==> src/rtl/peripheral_spram_pkg.sv <==
// Shared types for the single-port RAM arbiter: FSM state and requester index.
package peripheral_spram_pkg;

    // INIT zero-fills the RAM; ARB serves the two requesters.
    typedef enum logic {
        ST_INIT = 1'b0,
        ST_ARB  = 1'b1
    } state_e;

    // Index of one of the two requesters (0 or 1).
    typedef logic req_idx_t;

endpackage

==> src/rtl/peripheral_spram_rr_arb.sv <==
// Two-way round-robin arbiter. The grant is combinational. The pointer names
// the requester that wins the next contended cycle.
module peripheral_spram_rr_arb
    import peripheral_spram_pkg::*;
(
    input  logic       clk,
    input  logic       rst,
    input  logic       i_en,
    input  logic [1:0] i_req,
    output logic [1:0] o_gnt
);

    req_idx_t   r_prio;
    logic [1:0] w_gnt;

    // A single request always wins. On contention, the pointer decides.
    always_comb begin
        w_gnt = 2'b00;
        if (i_en) begin
            if (i_req == 2'b11) begin
                w_gnt[r_prio] = 1'b1;
            end else begin
                w_gnt = i_req;
            end
        end
    end

    // Priority passes to the other requester only when a grant is issued.
    always_ff @(posedge clk) begin
        if (rst) begin
            r_prio <= 1'b0;
        end else if (w_gnt[0]) begin
            r_prio <= 1'b1;
        end else if (w_gnt[1]) begin
            r_prio <= 1'b0;
        end
    end

    assign o_gnt = w_gnt;

endmodule

==> src/rtl/peripheral_spram_arbiter.sv <==
// Two-requester front end for a single-port RAM. The block zero-fills the RAM
// after reset, then grants one access per cycle round-robin. Read data returns
// one cycle after the grant.
module peripheral_spram_arbiter
    import peripheral_spram_pkg::*;
#(
    parameter int AW       = 7,
    parameter int DW       = 16,
    parameter int MEM_SIZE = 256,
    parameter int INIT_EN  = 1
) (
    input  logic          ram_clk,
    input  logic          ram_rst,
    input  logic          m0_req,
    input  logic [AW-1:0] m0_addr,
    input  logic [DW-1:0] m0_din,
    input  logic [1:0]    m0_we,
    output logic          m0_gnt,
    output logic [DW-1:0] m0_dout,
    output logic          m0_rvalid,
    input  logic          m1_req,
    input  logic [AW-1:0] m1_addr,
    input  logic [DW-1:0] m1_din,
    input  logic [1:0]    m1_we,
    output logic          m1_gnt,
    output logic [DW-1:0] m1_dout,
    output logic          m1_rvalid,
    output logic [AW-1:0] ram_addr,
    output logic [DW-1:0] ram_din,
    output logic          ram_cen,
    output logic [1:0]    ram_wen,
    input  logic [DW-1:0] ram_dout,
    output logic          init_done
);

    localparam int DEPTH = MEM_SIZE / (DW / 8);

    state_e        r_state;
    logic [AW-1:0] r_cnt;
    logic [1:0]    r_rvld;
    logic [1:0]    w_gnt;
    logic          w_arb_en;
    logic          w_cnt_last;

    // While reset is held, every output is forced idle. This covers the
    // cycle before the registers have taken their reset values.
    assign w_arb_en   = (r_state == ST_ARB) && !ram_rst;
    assign w_cnt_last = (r_cnt == AW'(DEPTH - 1));

    peripheral_spram_rr_arb u_arb (
        .clk   (ram_clk),
        .rst   (ram_rst),
        .i_en  (w_arb_en),
        .i_req ({m1_req, m0_req}),
        .o_gnt (w_gnt)
    );

    // FSM and init counter: DEPTH zero writes, then arbitrate until reset.
    always_ff @(posedge ram_clk) begin
        if (ram_rst) begin
            r_state <= (INIT_EN != 0) ? ST_INIT : ST_ARB;
            r_cnt   <= '0;
        end else if (r_state == ST_INIT) begin
            if (w_cnt_last) begin
                r_state <= ST_ARB;
                r_cnt   <= '0;
            end else begin
                r_cnt   <= r_cnt + 1'b1;
            end
        end
    end

    // One-stage read tracker: marks which requester's read data comes back
    // next cycle.
    always_ff @(posedge ram_clk) begin
        if (ram_rst) begin
            r_rvld <= 2'b00;
        end else begin
            r_rvld <= {w_gnt[1] && (m1_we == 2'b00),
                       w_gnt[0] && (m0_we == 2'b00)};
        end
    end

    // RAM port mux. The init writer has the port during INIT; otherwise the
    // granted requester has it.
    always_comb begin
        ram_cen  = 1'b1;
        ram_wen  = 2'b11;
        ram_addr = '0;
        ram_din  = '0;
        if (!ram_rst) begin
            if (r_state == ST_INIT) begin
                ram_cen  = 1'b0;
                ram_wen  = 2'b00;
                ram_addr = r_cnt;
            end else if (w_gnt[0]) begin
                ram_cen  = 1'b0;
                ram_wen  = ~m0_we;
                ram_addr = m0_addr;
                ram_din  = m0_din;
            end else if (w_gnt[1]) begin
                ram_cen  = 1'b0;
                ram_wen  = ~m1_we;
                ram_addr = m1_addr;
                ram_din  = m1_din;
            end
        end
    end

    assign m0_gnt    = w_gnt[0];
    assign m1_gnt    = w_gnt[1];
    assign m0_rvalid = r_rvld[0] && !ram_rst;
    assign m1_rvalid = r_rvld[1] && !ram_rst;
    assign m0_dout   = m0_rvalid ? ram_dout : '0;
    assign m1_dout   = m1_rvalid ? ram_dout : '0;
    assign init_done = w_arb_en;

endmodule

==> config.mk <==
export PLATFORM = sky130hd
export DESIGN_NAME = peripheral_spram_arbiter
export DESIGN_NICKNAME = d
export VERILOG_FILES = /design/src/rtl/peripheral_spram_pkg.sv /design/src/rtl/peripheral_spram_rr_arb.sv /design/src/rtl/peripheral_spram_arbiter.sv
export SDC_FILE = /design/constraint.sdc
export NUM_CORES = 1
export LEC_CHECK = 0
export BUFFER_PORTS_ARGS = -buffer_cell sky130_fd_sc_hd__buf_4
export CORE_MARGIN = 1
export CORE_UTILIZATION = 35
export DETAILED_ROUTE_END_ITERATION = 10
export PLACE_DENSITY = 0.83
export SLEW_MARGIN = 15
export SYNTH_ARGS = -nofsm -noshare
export SYNTH_HDL_FRONTEND = slang
export SYNTH_SLANG_ARGS = --single-unit
==> constraint.sdc <==
create_clock -name ram_clk -period 3.1 [get_ports ram_clk]
set_input_delay 0.31 -clock ram_clk [delete_from_list [all_inputs] [get_ports ram_clk]]
set_output_delay 0.31 -clock ram_clk [all_outputs]
set_load 0.02 [all_outputs]
# --- Word level (Yosys, flattened, before mapping) ---
# Index checks and enable logic that the tools add are counted.
word_totals:
  word_cells: 48
  reg_bits: 11
  input_bits: 70
  out_inout_bits: 63
op_classes:
  n_lt_le_gt_ge: 2
  bitwise: 2
  add_sub_neg: 1
  n_mux: 27
  reduce_logical: 10
  n_eq_ne: 2
ops:
  columns: ["op", "count"]
  rows:
  - ["16-bit two-way mux", 6]
  - ["7-bit two-way mux", 5]
  - ["2-bit two-way mux", 6]
  - ["1-bit two-way mux", 9]
  - ["7-bit by 1-bit adder with 7-bit output, second input constant", 1]
  - ["7-bit == test, second input constant", 1]
  - ["1-bit logical AND", 6]
  - ["2-bit logical NOT", 2]
  - ["2-bit NOT", 2]
  - ["2-bit == test, second input constant", 1]
  - ["1-bit by 2-bit less-than comparator with 1-bit output, second input constant", 1]
  - ["2-bit nonzero test", 1]
  - ["1-bit demux with 1-bit select", 1]
  - ["1-bit >= comparator, second input constant", 1]
  - ["1-bit logical NOT", 1]

# --- Logic depth before layout (Yosys ltp) ---
depth:
  depth_word: 10
  ltp_mapped: 7
  mapped_depth_nobuf: 4

# --- Hierarchy ---
# From an unflattened synthesis, not the netlist that was laid out.
unflattened:
  cells_unflattened: 163
  hier_area_um2: 1154.9
modules_own_cells:
  columns: ["mod", "cells_per_inst", "area_each_um2", "instances", "seq_area_each_um2"]
  rows:
  - ["peripheral_spram_arbiter", 155, 1099.8, 1, 200.2]
  - ["peripheral_spram_rr_arb", 8, 55.1, 1, 20.0]

# --- Least setup slack after synthesis ---
# Ideal clock, no wire load.
synth_path:
  path_kind: "input -> output"
  startpoint: "in ram_rst"
  endpoint: "out ram_wen[1]"
  n_path_buf: 1
  required_time_ps: 2790
  stages: 4
  arrival_ps: 1436
  path_slack_ps: 1354
  cell_sequence: "buf_4 > clkinv_1 > and2_1 > a221oi_1"
synth_via:
  elab_chain_len: 7
synth_rtl:
  columns: ["item", "line", "rtl"]
  rows:
  - ["start: declaration", "peripheral_spram_arbiter.sv:13", "input logic ram_rst,"]
  - ["1-bit logical NOT", "peripheral_spram_arbiter.sv:47", "assign w_arb_en = (r_state == ST_ARB) && !ram_rst;"]
  - ["1-bit logical AND", "peripheral_spram_arbiter.sv:47", null]
  - ["2-bit two-way mux", "peripheral_spram_rr_arb.sv:19", "if (i_en) begin"]
  - ["2-bit two-way mux", "peripheral_spram_arbiter.sv:101", "end else if (w_gnt[1]) begin"]
  - ["2-bit two-way mux", "peripheral_spram_arbiter.sv:96", "end else if (w_gnt[0]) begin"]
  - ["2-bit two-way mux", "peripheral_spram_arbiter.sv:92", "if (r_state == ST_INIT) begin"]
  - ["2-bit two-way mux (*)", "peripheral_spram_arbiter.sv:91", "if (!ram_rst) begin"]
  - ["end: declaration", "peripheral_spram_arbiter.sv:31", "output logic [1:0] ram_wen,"]
# Mark *: on every way between the ends. The rest lies on a longest branch, timed or not.

# --- Final worst setup path ---
layout_path:
  startpoint: "reg r_state"
  endpoint: "out ram_din[12]"
layout_via:
  elab_chain_len: 6
layout_rtl:
  columns: ["item", "line", "rtl"]
  rows:
  - ["start: declaration", "peripheral_spram_arbiter.sv:38", "state_e r_state;"]
  - ["start signal: assignment", "peripheral_spram_arbiter.sv:61", "r_state <= (INIT_EN != 0) ? ST_INIT : ST_ARB;"]
  - ["1-bit logical AND", "peripheral_spram_arbiter.sv:47", null]
  - ["2-bit two-way mux", "peripheral_spram_rr_arb.sv:19", null]
  - ["16-bit two-way mux", "peripheral_spram_arbiter.sv:101", null]
  - ["16-bit two-way mux", "peripheral_spram_arbiter.sv:96", null]
  - ["16-bit two-way mux (*)", "peripheral_spram_arbiter.sv:92", null]
  - ["16-bit two-way mux (*)", "peripheral_spram_arbiter.sv:91", null]
  - ["end: declaration", "peripheral_spram_arbiter.sv:29", "output logic [DW-1:0] ram_din,"]
# Marks and branches as above.

==> summary.md <==
| Metric | Value |
|---|---|
| Outcome | completed |
| N_diodes | 0 |
| CP Max Fanout | 21 |
| Required time of the critical path | 2.79 ns |
| Multiplexer share of the synthesized area | 0.00862 |
| Synth Warn # | 0 |
| Net Count, Synth | 219 |
| Layout cells sized above 1 | 0.522 |
| Simple-gate share of the synthesized area | 0.388 |
| #FFs+latches synth | 11 |
| Hold buffers post-CTS | 0 |
| Clk buf depth | 2 |
| CTS tree | built |
| Reg clk slew, reported paths | 0.07 ns |
| 1st-pass router iterations | 4 |
| GRT Overall Usage | 0.237 |
| H-tree depth | 1 |
| Slew Viols, Final | 0 |
| Worst-skew pair later-pin latency | 0.26 ns |
| Async SR Flop Fraction | 0 |
| Vias | 1585 |
| Worst rel slew slack | 0.441 |
| Met2 usage | 0.419 |
| F_max | 447 MHz |
| Die X-Extent | 59.6 µm |
| Largest net degree at the start of global routing | 22 |
| Clock tree sinks | 11 |
| Commonest cells post-synth | and2_1, a22o_1, dfxtp_1 |
| Setup bufs post-CTS | 0 |
| Gr busiest metal | met2 |
| Largest family of logic cells by synthesized area | simple AND/OR/NAND/NOR gates |
| Area grow syn2layout | 84.8% |
| Total gr overflow | 0 |
| Pwr dens | 170 nW/µm² |
| Leakage | 1.06 nW |
| Worst VDD drop | 0.151 mV |
| Number of DRC markers in iteration 0 | 82 |
| CTS buffer count | 3 |
| Max-Cap Viols | 0 |
| IO Pins | 133 |
| Post-synth EDFFs | 0 |
| Port bufs | 132 |
| Final hold vios | 0 |
| Drt drc | 0 |
| Nets | 344 |
| Share of the yosys chip area belonging to registers | 0.190 |
| Met3 GRT Util | 0.0546 |
| Critical path data arrival time | 1.93 ns |
| HPWL Detailed | 3650 µm |
| Total wire length | 4490 µm |
| Finish-stage setup viols | 0 |
| Worst-Margin Slew | 0.837 ns |
| Antenna Violating Nets Remaining | 0 |
| Gp weighted congestion | 0.824 |
| Gate Count Post-Synth | 148 |
| Die height | 59.6 µm |
| Synth Area in XOR/XNOR | 0.0151 |
| DIE AREA | 3550 µm² |
| RSZ-0062 raised after global routing | no |
| Core area | 3100 µm² |
| Syn avg cell area | 7.85 µm² |
| # rows | 20 |
| Synth Flop Type | dfxtp_1 |
| Synth Cell Area | 1160 µm² |
| Yosys top cell by area | dfxtp_1 |
| Total Neg Setup Slack | 0 ns |
| Number of vias per cell | 5.02 |
| Total power | 364 µW |
| Top-count cell post-synth | and2_1 |
| Fill cells | 309 |
| Element type at the critical path end | primary output |
| Startpoint Class | register |
| Post-Synth Adder-Cell Area | 0.0108 |
| Worst min path class | input port to register |
| Starting Density | 0.374 |
| First-pass GRT wire length | 6450 µm |
| Share of the synthesized area in the top cell type | 0.190 |
| Vias in the first global route | 1355 |
| Crit path kind | register to primary output |
| Post-route minimum period | 2.24 ns |
| Synth Area in Compound Gates | 0.303 |
| Initial antenna violation count | 0 |
| Worst Skew | 0.00329 ns |
| Post-cts resize count | 0 |
| Largest cells by area after synthesis | dfxtp_1, and2_1, a22o_1 |
| WL/cell | 14.2 µm |
| Clk root buf | clkbuf_4 |
| Global-route met1 utilization | 0.288 |
| Distinct cells, synth | 40 |
| Period Utilization, post-route | 0.721 |
cell families after synthesis:
logic type / after synthesis
flip-flops: 11
buffers and inverters: 15
XOR/XNOR: 2
AND/OR/NAND/NOR: 74
AO/OA/AOI/OAI: 44
multiplexers: 1
adder cells (fa/ha/maj): 1
cells in the final DEF, fill, tap and decap left out, types with 2 or more instances in the layout:
| cell type | count |
|---|---|
| buf_4 | 132 |
| and2_1 | 34 |
| a22o_1 | 16 |
| dfxtp_1 | 11 |
| nor2_1 | 10 |
| a31oi_1 | 7 |
| nand2_1 | 7 |
| nand4_1 | 6 |
| a211oi_1 | 4 |
| nor2b_1 | 3 |
| o31ai_1 | 3 |
| o21ai_0 | 3 |
| a21oi_1 | 3 |
| clkbuf_4 | 3 |
| nand2b_1 | 2 |
| clkinv_1 | 2 |
| nand3_1 | 2 |
| a221oi_1 | 2 |
| or3_1 | 2 |
| nor3b_2 | 2 |
where the power goes:
part / internal [mW] / switching, mW
clock network: 0.0497 / 0.0436
registers: 0.146 / 0.00629
logic: 0.0729 / 0.0457
total: 0.269 / 0.0957
registers in the layout (all words and copies together) (netlist names):
signal / flops
u_arb.r_prio: 1
r_state: 1
r_rvld: 2
r_cnt: 7
path summary, 6_finish.rpt:
path,from,endpoint,slack [ns],cells past startpoint
setup reg to reg,r_state$_SDFF_PP0_,r_rvld[1]$_SDFF_PP0_,1.49,3
hold / removal,m1_we[1],r_rvld[1]$_SDFF_PP0_,0.21,2
setup / recovery,r_state$_SDFF_PP0_,ram_din[12],0.86,4
hold reg to reg,r_cnt[0]$_SDFFE_PP0N_,r_cnt[0]$_SDFFE_PP0N_,0.51,2
critical path, cell delays in order (launching register included):
cell     delay, ns
dfxtp_1       0.64
nor2b_4       0.33
and3_4        0.37
a22o_1        0.18
buf_4         0.14
layer usage:
metal  share of wire  routed length (µm)
met4           0.016                  73
met1            0.40                1780
met3           0.089                 402
met2            0.50                2240
met5               0                   0
per-stage QoR:
| step | utilization | cell area, µm² | instances | setup slack, ns | hold slack, ns |
|---|---|---|---|---|---|
| 6_report | 0.692 | 2150 | 316 | 0.864 | 0.213 |
| 4_1_cts | 0.692 | 2150 | 316 | 0.864 | 0.208 |
| 5_1_grt | 0.692 | 2150 | 316 | 0.700 | 0.201 |
| 3_3_place_gp | 0.683 | 2120 | 312 | 1.22 | 0.493 |
| 3_5_place_dp | 0.683 | 2120 | 312 | 1.16 | 0.488 |
| 2_1_floorplan | - | 1160 | 148 | 1.35 | 0.379 |
cell type report:
type,count,area (µm²),share of cell area
Tap cell,44,55.1,0.0257
Inverter,3,11.3,0.00525
Clock buffer,4,26.3,0.0122
Multi-Input combinational cell,122,842,0.392
Sequential cell,11,220,0.103
Timing Repair Buffer,132,991,0.462
Note: power is estimated with default switching activity, not from simulation.
